**config.mk**
```make
export PLATFORM = sky130hd
export DESIGN_NAME = reorder_buffer
export DESIGN_NICKNAME = d
export VERILOG_FILES = /design/src/rtl/reorder_buffer_pkg.sv /design/src/rtl/reorder_buffer.sv
export SDC_FILE = /design/constraint.sdc
export NUM_CORES = 2
export LEC_CHECK = 0
export ABC_AREA = 0
export BUFFER_PORTS_ARGS = -buffer_cell sky130_fd_sc_hd__buf_2
export CELL_PAD_IN_SITES_DETAIL_PLACEMENT = 1
export CELL_PAD_IN_SITES_GLOBAL_PLACEMENT = 2
export CORE_MARGIN = 4
export CORE_UTILIZATION = 44
export DETAILED_ROUTE_END_ITERATION = 6
export GPL_TIMING_DRIVEN = 0
export PLACE_DENSITY_LB_ADDON = 0.25
export SLEW_MARGIN = 20
export SYNTH_ARGS = -nofsm -noshare
export SYNTH_HDL_FRONTEND = slang
export SYNTH_SLANG_ARGS = --single-unit
```
**constraint.sdc**
```tcl
create_clock -name clk_in -period 17.6 [get_ports clk_in]
set_input_delay 3.52 -clock clk_in [delete_from_list [all_inputs] [get_ports clk_in]]
set_output_delay 3.52 -clock clk_in [all_outputs]
set_load 0.02 [all_outputs]
```
**src/rtl/reorder_buffer_pkg.sv**
```systemverilog
// Shared definitions for the reorder buffer: entry type encodings, tag width,
// default depth and the per-entry payload record.
package reorder_buffer_pkg;

    localparam int TAG_W     = 4;
    localparam int ROB_DEPTH = 16;

    typedef enum logic [1:0] {
        ROB_REG    = 2'd0,
        ROB_BRANCH = 2'd1,
        ROB_STORE  = 2'd2,
        ROB_NOP    = 2'd3
    } rob_type_e;

    typedef struct packed {
        rob_type_e   typ;
        logic [4:0]  rd;
        logic [31:0] pc;
        logic        pred;
        logic [31:0] val;
        logic        taken;
        logic [31:0] target;
    } rob_entry_t;

endpackage

```
**src/rtl/reorder_buffer.sv**
```systemverilog
// Circular in-order commit queue: allocates tags at issue, captures CDB results,
// retires from the head and flushes everything on a branch mispredict.
module reorder_buffer
    import reorder_buffer_pkg::*;
#(
    parameter int DEPTH = ROB_DEPTH
) (
    input  logic        clk_in,
    input  logic        rst_in,
    input  logic        rdy_in,
    input  logic        issue_valid,
    input  logic [1:0]  issue_type,
    input  logic [4:0]  issue_rd,
    input  logic [31:0] issue_pc,
    input  logic        issue_pred,
    output logic [3:0]  alloc_tag,
    output logic        full,
    input  logic        cdb_valid,
    input  logic [3:0]  cdb_tag,
    input  logic [31:0] cdb_val,
    input  logic        cdb_taken,
    input  logic [31:0] cdb_target,
    input  logic [3:0]  query_tag_1,
    input  logic [3:0]  query_tag_2,
    output logic        query_ready_1,
    output logic        query_ready_2,
    output logic [31:0] query_val_1,
    output logic [31:0] query_val_2,
    output logic [4:0]  commit_reg,
    output logic [31:0] commit_val,
    output logic [4:0]  commit_q_reg,
    output logic [31:0] commit_q_tag,
    output logic        store_commit,
    output logic [3:0]  store_tag,
    output logic        RoB_clear,
    output logic [31:0] clear_pc
);

    localparam int CNT_W = TAG_W + 1;

    logic [TAG_W-1:0] head_q, head_d, tail_q, tail_d;
    logic [CNT_W-1:0] count_q, count_d;
    logic [DEPTH-1:0] busy_q, busy_d, ready_q, ready_d;
    rob_entry_t       entry_q [DEPTH];
    rob_entry_t       entry_d [DEPTH];

    logic [4:0]  commit_reg_q, commit_reg_d, commit_q_reg_q, commit_q_reg_d;
    logic [31:0] commit_val_q, commit_val_d, commit_q_tag_q, commit_q_tag_d;
    logic        store_commit_q, store_commit_d, rob_clear_q, rob_clear_d;
    logic [3:0]  store_tag_q, store_tag_d;
    logic [31:0] clear_pc_q, clear_pc_d;

    logic       alloc_go, commit_go, mispredict;
    rob_entry_t head_e, new_e;
    logic       q1_bypass, q1_stored, q2_bypass, q2_stored;

    function automatic logic [TAG_W-1:0] ptr_inc(input logic [TAG_W-1:0] p);
        return (p == TAG_W'(DEPTH - 1)) ? '0 : p + 1'b1;
    endfunction

    assign full      = (count_q == CNT_W'(DEPTH));
    assign alloc_tag = tail_q;

    // The cycle after a flush is also blind to issue and CDB traffic.
    assign alloc_go   = issue_valid && !full && !rob_clear_q;
    assign head_e     = entry_q[head_q];
    assign commit_go  = (count_q != '0) && ready_q[head_q];
    assign mispredict = commit_go && (head_e.typ == ROB_BRANCH) && (head_e.taken != head_e.pred);

    always_comb begin
        new_e        = '0;
        new_e.typ    = rob_type_e'(issue_type);
        new_e.rd     = issue_rd;
        new_e.pc     = issue_pc;
        new_e.pred   = issue_pred;
    end

    always_comb begin
        // NOTE: every signal gets a default first so no path leaves it unassigned (no latches).
        head_d         = head_q;
        tail_d         = tail_q;
        count_d        = count_q;
        busy_d         = busy_q;
        ready_d        = ready_q;
        entry_d        = entry_q;
        commit_reg_d   = '0;
        commit_val_d   = '0;
        commit_q_reg_d = '0;
        commit_q_tag_d = '0;
        store_commit_d = 1'b0;
        store_tag_d    = '0;
        rob_clear_d    = 1'b0;
        clear_pc_d     = '0;

        if (rdy_in) begin
            if (commit_go) begin
                unique case (head_e.typ)
                    ROB_REG: begin
                        commit_reg_d   = head_e.rd;
                        commit_val_d   = head_e.val;
                        commit_q_reg_d = head_e.rd;
                        commit_q_tag_d = {{(32-TAG_W){1'b0}}, head_q};
                    end
                    ROB_STORE: begin
                        store_commit_d = 1'b1;
                        store_tag_d    = head_q;
                    end
                    ROB_BRANCH: begin
                        if (mispredict) begin
                            rob_clear_d = 1'b1;
                            clear_pc_d  = head_e.taken ? head_e.target : head_e.pc + 32'd4;
                        end
                    end
                    default: ;
                endcase
            end

            if (mispredict) begin
                head_d  = '0;
                tail_d  = '0;
                count_d = '0;
                busy_d  = '0;
                ready_d = '0;
            end else begin
                if (cdb_valid && !rob_clear_q && busy_q[cdb_tag]) begin
                    ready_d[cdb_tag]        = 1'b1;
                    entry_d[cdb_tag].val    = cdb_val;
                    entry_d[cdb_tag].taken  = cdb_taken;
                    entry_d[cdb_tag].target = cdb_target;
                end
                if (commit_go) begin
                    busy_d[head_q]  = 1'b0;
                    ready_d[head_q] = 1'b0;
                    head_d          = ptr_inc(head_q);
                end
                if (alloc_go) begin
                    busy_d[tail_q]  = 1'b1;
                    ready_d[tail_q] = (issue_type == ROB_NOP);
                    entry_d[tail_q] = new_e;
                    tail_d          = ptr_inc(tail_q);
                end
                count_d = count_q + CNT_W'(alloc_go) - CNT_W'(commit_go);
            end
        end
    end

    always_ff @(posedge clk_in or posedge rst_in) begin
        if (rst_in) begin
            head_q         <= '0;
            tail_q         <= '0;
            count_q        <= '0;
            busy_q         <= '0;
            ready_q        <= '0;
            commit_reg_q   <= '0;
            commit_val_q   <= '0;
            commit_q_reg_q <= '0;
            commit_q_tag_q <= '0;
            store_commit_q <= 1'b0;
            store_tag_q    <= '0;
            rob_clear_q    <= 1'b0;
            clear_pc_q     <= '0;
        end else begin
            // NOTE: state registers use non-blocking assignments so all flops update together.
            head_q         <= head_d;
            tail_q         <= tail_d;
            count_q        <= count_d;
            busy_q         <= busy_d;
            ready_q        <= ready_d;
            commit_reg_q   <= commit_reg_d;
            commit_val_q   <= commit_val_d;
            commit_q_reg_q <= commit_q_reg_d;
            commit_q_tag_q <= commit_q_tag_d;
            store_commit_q <= store_commit_d;
            store_tag_q    <= store_tag_d;
            rob_clear_q    <= rob_clear_d;
            clear_pc_q     <= clear_pc_d;
        end
    end

    // NOTE: payload storage has no reset; busy/ready gate every read of it.
    always_ff @(posedge clk_in) begin
        entry_q <= entry_d;
    end

    assign commit_reg   = commit_reg_q;
    assign commit_val   = commit_val_q;
    assign commit_q_reg = commit_q_reg_q;
    assign commit_q_tag = commit_q_tag_q;
    assign store_commit = store_commit_q;
    assign store_tag    = store_tag_q;
    assign RoB_clear    = rob_clear_q;
    assign clear_pc     = clear_pc_q;

    // A same-cycle CDB broadcast wins over stored state for operand lookup.
    assign q1_bypass     = cdb_valid && (cdb_tag == query_tag_1);
    assign q1_stored     = busy_q[query_tag_1] && ready_q[query_tag_1];
    assign query_ready_1 = q1_bypass || q1_stored;
    assign query_val_1   = q1_bypass ? cdb_val : (q1_stored ? entry_q[query_tag_1].val : '0);

    assign q2_bypass     = cdb_valid && (cdb_tag == query_tag_2);
    assign q2_stored     = busy_q[query_tag_2] && ready_q[query_tag_2];
    assign query_ready_2 = q2_bypass || q2_stored;
    assign query_val_2   = q2_bypass ? cdb_val : (q2_stored ? entry_q[query_tag_2].val : '0);

endmodule

```
==> results.json <==
{
  "io_buffers": 204,
  "layout-drive-gt1-share_pct": 21.3,
  "wl_mm": 529,
  "largest-register": "entry_q",
  "p_clk_share_pct": 26.3,
  "die_w_um": 480,
  "ys_top_cells_by_area": "edfxtp_1, mux4_2, nand2_1, a21oi_1, and2_1",
  "cts_tree": "done",
  "worstSetupStartpointType": "primary input",
  "synth_seq_cells": 1804,
  "fmax_mhz": 79.3,
  "place_congestion": 0.996,
  "viasPerCell": 7.03,
  "peakVddDrop_uv": 115,
  "syn_to_final_growth_pct": 15.2,
  "hold_path.startpoint": "busy_q[6]$_DFFE_PP0P_",
  "final_nets": 8828,
  "yosysTopAreaCellShare_pct": 51.4,
  "outcome": "finished, final reports clean",
  "clock_latency_ns": 0.93,
  "globalRouteOverflowTotal": 0,
  "p_int_mw": 10.4,
  "die_h_um": 480,
  "dr.pass1.iters": 6,
  "p_seq_share_pct": 36.8,
  "io_pins": 305,
  "netlist_instances": 8127,
  "start_util_pct": 44.2,
  "cp.arrival_ns": 9.09,
  "slew_violations": 0,
  "htreeDepth": 4,
  "vias": 83900,
  "cts_sinks": 1804,
  "power_switching_mw": 6.38,
  "numCtsBuffers": 203,
  "num_rows": 173,
  "fin_skew_ns": 0.0695,
  "cts_resized": 0,
  "yosysWarnings": 0,
  "critPathCaptureType": "output port",
  "wl_per_cell_um": 44.3,
  "grt_max_degree": 100,
  "synthFlopType": "edfxtp_1",
  "drt_iter0_markers": 16100,
  "grt_pass1_wl_mm": 697,
  "clockBufferDepth": 3,
  "fin_area_mm2": 0.113,
  "hold_path_class": "register to register",
  "synth_area_mm2": 0.0981,
  "finalNonFillerCells": 11900,
  "power_density_mw_per_mm2": 148,
  "timing.rr.start": "head_q[1]$_DFFE_PP0P_",
  "postSynthAreaPerCell_um2": 12.1,
  "fin_hold_ws_ns": 0.507,
  "postCtsSetupBuffers": 0,
  "worstPathMaxFanout": 10,
  "layout_common_cells": "nand2_1, edfxtp_1, a21oi_1, mux4_2, and2_1",
  "swShare_pct": 38.1,
  "drc": 0,
  "ys_types": 69,
  "synth_edf_count": 1680,
  "holdBufCountCts": 0,
  "path_class": "primary input to output port",
  "clkTransAtPathRegs_ns": 0.06,
  "post-route-util_pct": 50.9,
  "hold_violations": 0,
  "clockRootBuffer": "clkbuf_16",
  "period_share_pct": 71.6,
  "final_common_cell": "nand2_1",
  "antenna_found_initial": 96,
  "yosys.area.top_type": "edfxtp_1",
  "dp_hpwl_mm": 381,
  "required_ns": 14.08,
  "cp-startpoint": "query_tag_2[1]",
  "cap_viol_max_count": 0,
  "largest_reg_flops": 1680,
  "rsz0062_at_grt": "false",
  "num-fill-cells": 23100,
  "p_leak_nw": 41.1,
  "postPlaceCellArea_mm2": 0.106,
  "ys_seq_area_share_pct": 54.6,
  "pwr-share-comb_pct": 36.9,
  "setup_viol": 0,
  "coreArea_mm2": 0.222,
  "ant_nets": 0,
  "fin_ws_ns": 4.99,
  "fp.dieArea_mm2": 0.231,
  "pre_cts_ws_ns": 5.42,
  "tightest_slew_ns": 1.37,
  "grt_use_total_pct": 45.0,
  "grt_pass1_vias": 79900,
  "fin_crit_ns": 12.61,
  "dpl.cell_count": 11500,
  "slew-limit-headroom_pct": 8.70,
  "async_reset_ff_share_pct": 6.87
}
## Yosys cell counts (all sizes together), types with 2 or more instances
library cell and number:
inv 22, xor2 16, nor3 17, o31ai 3, or3 8, ha 15
buf 250, nor3b 5, nor4b 3, clkbuf 624, dfrtp 124, a22oi 52
edfxtp 1680, a31oi 7, nand2b 72, o21ai 118, nor2 79, and3 23
or2 15, a31o 8, nand3 38, a32o 2, nand4 9, nand3b 2
a21oi 1053, a211oi 34, xnor2 24, o211ai 7, and2 645, mux2i 7
nor2b 49, a21o 14, nand2 2250, nor4 9, a22o 2, mux4 830
## metrics by stage
stage          power [mW]  TNS [ns]
2_1_floorplan        9.56         0
3_3_place_gp         12.0  -5277.76
3_5_place_dp         12.1         0
4_1_cts              16.4         0
5_1_grt              17.0         0
6_report             16.7         0
## final timing paths
kind,depth (start not counted),endpoint,slack (ns)
min in group asynchronous,2,count_q[4]$_DFFE_PP0P_,2.67
max,13,query_val_2[10],4.99
max reg2reg,12,clear_pc[20]$_DFF_PP0_,12.10
min reg2reg,1,busy_q[6]$_DFFE_PP0P_,0.51
max in group asynchronous,3,commit_val[6]$_DFF_PP0_,14.01
min,1,busy_q[6]$_DFFE_PP0P_,0.51
## cells by family (layout without fill, tap and decap cells)
group	Yosys count	count (layout)	share of synthesized area (%)
and+or+nand+nor	3230	3230	14.8
DFF	1804	1804	54.6
AOI/OAI and AO/OA	1303	1303	7.02
buffers and inverters	896	1609	3.87
muxes	837	837	19.2
xor gates and xnor gates	40	40	0.365
adders and majority gates	16	16	0.212
other	1	133	0.00382
## per-layer routing
| metal | global-route usage [%] | routed length, um |
|---|---|---|
| met1 | 58.7 | 185000 |
| met2 | 60.3 | 212000 |
| met3 | 20.2 | 89700 |
| met4 | 28.9 | 41300 |
| met5 | 1.06 | 522 |
## power by group through the flow
stage / sequential (mW) / combinational [mW] / clock [mW]
after floorplan: 6.14 / 3.42 / 0
after global placement: 6.42 / 5.58 / 0
after detailed placement: 6.21 / 5.87 / 0
after CTS: 6.12 / 5.90 / 4.36
after global routing: 6.20 / 6.23 / 4.55
final: 6.16 / 6.18 / 4.40
## critical path, cell delays in order
cell and delay (ns):
buf_2 0.16, clkbuf_1 0.68, buf_2 0.68, xnor2_1 0.19
nand2_1 0.08, nor4_2 0.13, buf_4 0.23, clkbuf_1 0.81
clkbuf_1 0.98, clkbuf_1 0.95, nand2_1 0.13, o21ai_0 0.25
buf_2 0.27
## area by class of cell
cell class | instances | area [um^2] | share of cell area [%]
Tap cell | 2975 | 3720 | 3.29
Multi-Input combinational cell | 5454 | 41000 | 36.3
Timing Repair Buffer | 331 | 3710 | 3.29
Antenna cell | 105 | 263 | 0.233
Buffer | 874 | 4010 | 3.55
Inverter | 22 | 97.6 | 0.0864
Clock buffer | 258 | 5310 | 4.70
Clock inverter | 124 | 1290 | 1.14
Sequential cell | 1804 | 53600 | 47.4
(Power assumes the default switching activity.)
